**config.mk**
```make
export PLATFORM = sky130hd
export DESIGN_NAME = issue_ctrl
export DESIGN_NICKNAME = d
export VERILOG_FILES = /design/src/rtl/issue_ctrl.sv
export SDC_FILE = /design/constraint.sdc
export NUM_CORES = 1
export LEC_CHECK = 0
export CORE_MARGIN = 1
export CORE_UTILIZATION = 50
export DETAILED_ROUTE_END_ITERATION = 7
export GPL_ROUTABILITY_DRIVEN = 0
export GPL_TIMING_DRIVEN = 0
export PLACE_DENSITY = 0.82
export SLEW_MARGIN = 20
export SYNTH_ARGS = -nofsm -noshare
export SYNTH_HDL_FRONTEND = slang
export SYNTH_SLANG_ARGS = --single-unit
```
**constraint.sdc**
```tcl
create_clock -name clk -period 4.8 [get_ports clk]
set_clock_uncertainty 0.05 [all_clocks]
set_input_delay 0.72 -clock clk [delete_from_list [all_inputs] [get_ports clk]]
set_output_delay 0.72 -clock clk [all_outputs]
set_load 0.02 [all_outputs]
```
**src/rtl/issue_ctrl.sv**
```systemverilog
// issue_ctrl: decode-stage issue scheduler with register scoreboard, in-flight limit and branch flush.
// Optional ISSUE_WB_BYPASS_EN: a register written back this cycle counts as free for the hazard check.
module issue_ctrl #(
    parameter int NREG         = 32,
    parameter int MAX_INFLIGHT = 4,
    parameter int FLUSH_CYCLES = 2
) (
    input  logic            clk,
    input  logic            rst,
    input  logic            inst_valid_i,
    input  logic            rs1_read_i,
    input  logic [4:0]      rs1_addr_i,
    input  logic            rs2_read_i,
    input  logic [4:0]      rs2_addr_i,
    input  logic [4:0]      wd_i,
    input  logic            is_branch_i,
    input  logic            wb_we_i,
    input  logic [4:0]      wb_addr_i,
    input  logic            retire_i,
    input  logic            br_resolve_i,
    input  logic            br_taken_i,
    output logic            id_en_o,
    output logic            stall_o,
    output logic            flush_o,
    output logic [NREG-1:0] busy_o
);
    localparam int CW = $clog2(MAX_INFLIGHT + 1);
    localparam int FW = $clog2(FLUSH_CYCLES + 1);

    typedef enum logic [1:0] {RUN, BR_WAIT, FLUSH} state_e;

    state_e          state_q;
    logic [NREG-1:0] busy_q, busy_d, wb_clr, set_mask, chk_busy;
    logic [CW-1:0]   inflight_q, inflight_d;
    logic [FW-1:0]   fcnt_q;
    logic            id_en_q, flush_q, hazard, issue;

    always_comb begin
        wb_clr = (wb_we_i && wb_addr_i != 5'd0) ? (NREG'(1) << wb_addr_i) : '0;
`ifdef ISSUE_WB_BYPASS_EN
        chk_busy = busy_q & ~wb_clr;
`else
        chk_busy = busy_q;
`endif
        hazard = (rs1_read_i & chk_busy[rs1_addr_i]) |
                 (rs2_read_i & chk_busy[rs2_addr_i]) |
                 ((wd_i != 5'd0) & chk_busy[wd_i]);
        // The full check uses the registered count, so a same-cycle retire never frees a slot.
        issue = inst_valid_i & (state_q == RUN) & ~hazard & (inflight_q < CW'(MAX_INFLIGHT));
        set_mask = (issue && wd_i != 5'd0) ? (NREG'(1) << wd_i) : '0;
        busy_d = ((busy_q & ~wb_clr) | set_mask) & ~NREG'(1);
        inflight_d = inflight_q + CW'(issue) - CW'(retire_i && inflight_q != '0);
    end

    always_ff @(posedge clk) begin
        if (rst) begin
            state_q    <= RUN;
            busy_q     <= '0;
            inflight_q <= '0;
            fcnt_q     <= '0;
            id_en_q    <= 1'b0;
            flush_q    <= 1'b0;
        end else begin
            busy_q     <= busy_d;
            inflight_q <= inflight_d;
            id_en_q    <= issue;
            case (state_q)
                RUN: if (issue && is_branch_i) state_q <= BR_WAIT;
                BR_WAIT: if (br_resolve_i) begin
                    state_q <= br_taken_i ? FLUSH : RUN;
                    flush_q <= br_taken_i;
                    fcnt_q  <= FW'(FLUSH_CYCLES - 1);
                end
                FLUSH: if (fcnt_q == '0) begin
                    state_q <= RUN;
                    flush_q <= 1'b0;
                end else begin
                    fcnt_q <= fcnt_q - FW'(1);
                end
                default: state_q <= RUN;
            endcase
        end
    end

    assign id_en_o = id_en_q;
    assign flush_o = flush_q;
    assign busy_o  = busy_q;
    assign stall_o = inst_valid_i & ~issue;
endmodule

```
**Word level (Yosys, flattened, before mapping)**

Cells that the tools add are included.

- Flip-flop bits (word level): 41
- Input port bits: 30
- Output and inout bits: 35
- Logic and storage cells: 68

- Add/subtract/negate cells: 3
- Order comparisons: 4
- Equality and inequality tests: 6
- Shift operators: 2
- Muxes and demuxes: 19
- Bitwise operators: 14
- Reductions and logical operators: 13

Operators by type and width:

| operator | number |
|---|---|
| $mux W32 | 2 |
| $shl A1 B5 Y32 const A | 2 |
| $and A32 B32 Y32 | 1 |
| $not A32 Y32 | 1 |
| $or A32 B32 Y32 | 1 |
| $lt A5 B6 Y1 const B | 3 |
| $bmux W1 S5 | 3 |
| $mux W2 | 6 |
| $reduce_bool A5 Y1 | 2 |
| $reduce_and A3 Y1 | 3 |
| $and A1 B1 Y1 | 7 |
| $ne A2 B2 Y1 const B | 3 |
| $pmux W2 S3 | 1 |
| $mux W1 | 5 |
| $logic_and A1 B1 Y1 | 4 |
| $logic_not A2 Y1 | 2 |
| $pmux W2 S2 | 1 |
| $add A3 B1 Y3 | 1 |
| $lt A3 B3 Y1 const B | 1 |
| $reduce_bool A3 Y1 | 1 |
| $sub A3 B1 Y3 | 1 |
| $eq A2 B1 Y1 const B | 1 |
| $eq A2 B2 Y1 const B | 1 |
| $ne A2 B1 Y1 const B | 1 |
| 5 further kinds | 7 |

**Logic depth before layout (Yosys ltp)**

- Depth after elaboration: 11
- Depth in mapped cells: 16
- Depth with buffers taken out: 13

**Worst setup path after synthesis**

OpenSTA, ideal clock, no wires.

- Path kind: input to register
- From: in wd_i[1]
- To: reg inflight_q[2]
- Setup time: 0.128 ns
- Arrival time: 3.754 ns
- Data required time: 4.622 ns
- Setup slack: 0.868 ns
- Stages: 15
- Path through: clkbuf_1 > clkbuf_1 > mux4_2 > a211o_1 > a311oi_2 > nand3_1 > clkbuf_1 > ha_1 > inv_1 > ha_1 > inv_1 > fa_1 > xor2_1 > xnor2_1 > nor2_1

- Cells in the longest elaborated chain, start to end: 9
- Elaborated cells between the ends (all ways): 10
- Classes of those cells: 2 x add/sub; 2 x mux; 5 x bitwise; 1 x reduce/logical

RTL lines:

| element | line | RTL |
|---|---|---|
| from (decl) | 15 | `input logic [4:0] wd_i,` |
| $bmux W1 S5 | 47 | `((wd_i != 5'd0) & chk_busy[wd_i]);` |
| $mux W1 (implied by the code) | 47 |  |
| $and A1 B1 Y1 * | 47 |  |
| $or A1 B1 Y1 * | 46 | `(rs2_read_i & chk_busy[rs2_addr_i]) \|` |
| $not A1 Y1 * | 49 | `issue = inst_valid_i & (state_q == RUN) & ~hazard & (inflight_q < CW'(MAX_INFLIGHT));` |
| $and A1 B1 Y1 * (2 in series) | 49 |  |
| $add A3 B1 Y3 * | 52 | `inflight_d = inflight_q + CW'(issue) - CW'(retire_i && inflight_q != '0);` |
| $sub A3 B1 Y3 * | 52 |  |
| to (signal assigned) | 65 | `inflight_q <= inflight_d;` |
| to (decl) | 34 | `logic [CW-1:0] inflight_q, inflight_d;` |

Every way passes the cells marked *; elsewhere a longest branch is shown, timed or not. The select of a mux whose other input is x is not followed.
A chain may end at the register's enable or synchronous reset.

**Worst setup path after layout**

- From: in wd_i[1]
- To: out stall_o

- Cells in the longest elaborated chain, start to end: 9
- Elaborated cells between the ends (all ways): 10
- Classes of those cells: 2 x mux; 7 x bitwise; 1 x reduce/logical

RTL lines:

| element | line | RTL |
|---|---|---|
| $bmux W1 S5 | 47 |  |
| $mux W1 (implied by the code) | 47 |  |
| $and A1 B1 Y1 * | 47 |  |
| $or A1 B1 Y1 * | 46 |  |
| $not A1 Y1 * | 49 |  |
| $and A1 B1 Y1 * (2 in series) | 49 |  |
| $not A1 Y1 * | 88 | `assign stall_o = inst_valid_i & ~issue;` |
| $and A1 B1 Y1 * | 88 |  |
| to (decl) | 23 | `output logic stall_o,` |

Marks and branches as above.

==> results.json <==
{
  "die_height_um": 75.7,
  "gr-total-overflow": 0,
  "grt_pass1_wl_um": 13100,
  "holdWs_ns": 0.438,
  "design_area_mm2": 0.00348,
  "min_period_ns": 4.65,
  "p_sw_uw": 259,
  "vias_per_cell": 6.77,
  "mostFrequentLayoutCell": "clkdlybuf4s50_1",
  "num_io_pins": 65,
  "combPwrFrac": 0.231,
  "core_area_mm2": 0.00517,
  "synth-seq-area-share": 0.295,
  "cts_tree": "built",
  "max_freq_mhz": 215,
  "finalPower_uw": 902,
  "ir_drop_uv": 161,
  "ctsResizeCount": 0,
  "row_count": 26,
  "cp-start-kind": "input port",
  "drc": 0,
  "cts_setup_buffers": 0,
  "grt_pass1_vias": 2725,
  "tightest_slew_ns": 0.618,
  "vias": 2897,
  "initial_core_util": 0.525,
  "worstSetupPathType": "in -> out",
  "synth.distinct_cells": 49,
  "worst_hold_path_type": "reg -> reg",
  "syn_inst": 296,
  "hold_violations": 0,
  "wl_um": 8640,
  "swShare": 0.287,
  "drv_cap": 0,
  "clkPwrFrac": 0.365,
  "die_area_mm2": 0.00573,
  "clk_latency_ns": 0.31,
  "reg2reg_slack_ns": 1.22,
  "rsz0062_at_grt": "false",
  "syn_area_per_cell_um2": 9.18,
  "clk_pin_slew_worst_paths_ns": 0.08,
  "grt_max_degree": 13,
  "drtAntennaViolNets": 0,
  "dp.final_hpwl_um": 6380,
  "synth_top_area_cell": "dfxtp_1",
  "reg2reg_depth": 14,
  "yosys_register_bits": 40,
  "holdPathStages": 2,
  "yosysWarnings": 0,
  "endpoint_kind": "output port",
  "drtPass1Iterations": 8,
  "htree_levels": 2,
  "setup_violations": 0,
  "drtIter0Drc": 490,
  "fin_crit_sh": 0.969,
  "worstPathRequired_ns": 4.03,
  "synth_top_area_share": 0.295,
  "track_usage": 0.316,
  "port_buffers": 55,
  "post_dp_cell_area_mm2": 0.00336,
  "syn_to_final_growth_pct": 28.2,
  "cts.sinks": 40,
  "cts_buffers": 5,
  "cts_root_buf": "clkbuf_8",
  "power_frac_seq": 0.404,
  "path_max_fanout": 10,
  "async_flop_share": 0,
  "die_width_um": 75.7,
  "drv_slew": 0,
  "drive_above_1_share": 0.120,
  "internal-power_uw": 643,
  "synth_area_mm2": 0.00272,
  "worstPathArrival_ns": 3.88,
  "wl_per_cell_um": 20.2,
  "setup_tns_ns": 0,
  "p_leak_uw": 0.00114,
  "synth_edf_count": 0,
  "p_per_area_mw_per_mm2": 259,
  "final_nets": 392,
  "synth.area.top_cells": "dfxtp_1 29%, mux4_2 17%, nand3_1 4.4%",
  "synthFlopType": "dfxtp_1",
  "cts.path.max_buffers": 2,
  "cts_hold_buf": 0,
  "antenna_cells": 0,
  "antenna_found_initial": 0,
  "syn_nets": 330,
  "outcome": "complete, no violations",
  "layout_common_cells": "55 x clkdlybuf4s50_1, 40 x dfxtp_1, 32 x nand2_1",
  "final_core_util": 0.674,
  "relSlewSlack": 0.588
}
## power by group through the flow
stage	combinational (uW)	sequential (uW)	clock [uW]
after global placement	198	370	0
after floorplan	132	372	0
after detailed placement	204	372	0
final	208	364	329
after CTS	206	364	328
after global routing	227	367	341
## worst paths after layout
check / from / end
setup / recovery: wd_i[1] / stall_o
hold / removal: flush_o / flush_o
setup reg to reg: busy_o[8] / inflight_q[2]
hold reg to reg: flush_o / flush_o
## cell type report
type	count	area, um^2
multi-input combinational	222	1770
fill	422	1690
sequential	40	801
timing repair buffer	55	551
buffer	25	113
tap	70	87.6
clock buffer	5	68.8
clock inverter	2	60.1
inverter	9	33.8
## logic make-up (layout without fill, tap and decap cells)
group	Yosys count	count (layout)	synth area share
xor+xnor	3	3	0.00967
fa+ha+maj	4	4	0.0212
other cells	1	1	0.00138
simple gates	111	111	0.214
buf+inv	34	96	0.0539
compound gates	71	71	0.190
flops	40	40	0.295
mux	32	32	0.216
## layer usage
layer / wire length [um] / part of all wire / track usage / vias up
li1: - / - / - / 1264
met1: 3440 / 0.40 / 0.397 / 1364
met2: 3970 / 0.46 / 0.505 / 220
met3: 891 / 0.10 / 0.0807 / 49
met4: 333 / 0.039 / 0.160 / 0
met5: 0 / 0 / 0 / -
## through the flow
stage                     std cells  setup WS (ns)
after floorplan                 296          0.868
after global placement          421          0.321
after detailed placement        421          0.283
after CTS                       428          0.269
after global routing            428          0.144
final                           428          0.148
## cell usage after synthesis (all sizes together) (2+ instances only)
cell type	number
nor3	6
o41ai	9
or4	4
nand4b	4
nand2	32
nand3b	2
nor4bb	2
nand2b	4
nor2	11
o311ai	4
dfxtp	40
mux4	21
nand4	4
o21ai	22
clkbuf	18
o211ai	14
inv	9
mux2	3
xnor2	2
nor2b	11
nand3	24
o31ai	5
ha	3
a21oi	6
a221oi	3
a311oi	2
buf	7
mux2i	8
## state kept, by name (all words and copies together), names as in the netlist
signal	flops
state_q	2
fcnt_q	2
flush_o	1
busy_o	31
id_en_o	1
inflight_q	3
## critical path: stages
cell and delay [ns]:
clkbuf_1 0.39, clkbuf_1 0.43, mux4_2 0.40, a211o_1 0.32
a311oi_2 0.29, nand3_1 0.20, clkbuf_1 0.32, and2_1 0.26
clkdlybuf4s50_1 0.54
Note: power is estimated with default switching activity, not from simulation.
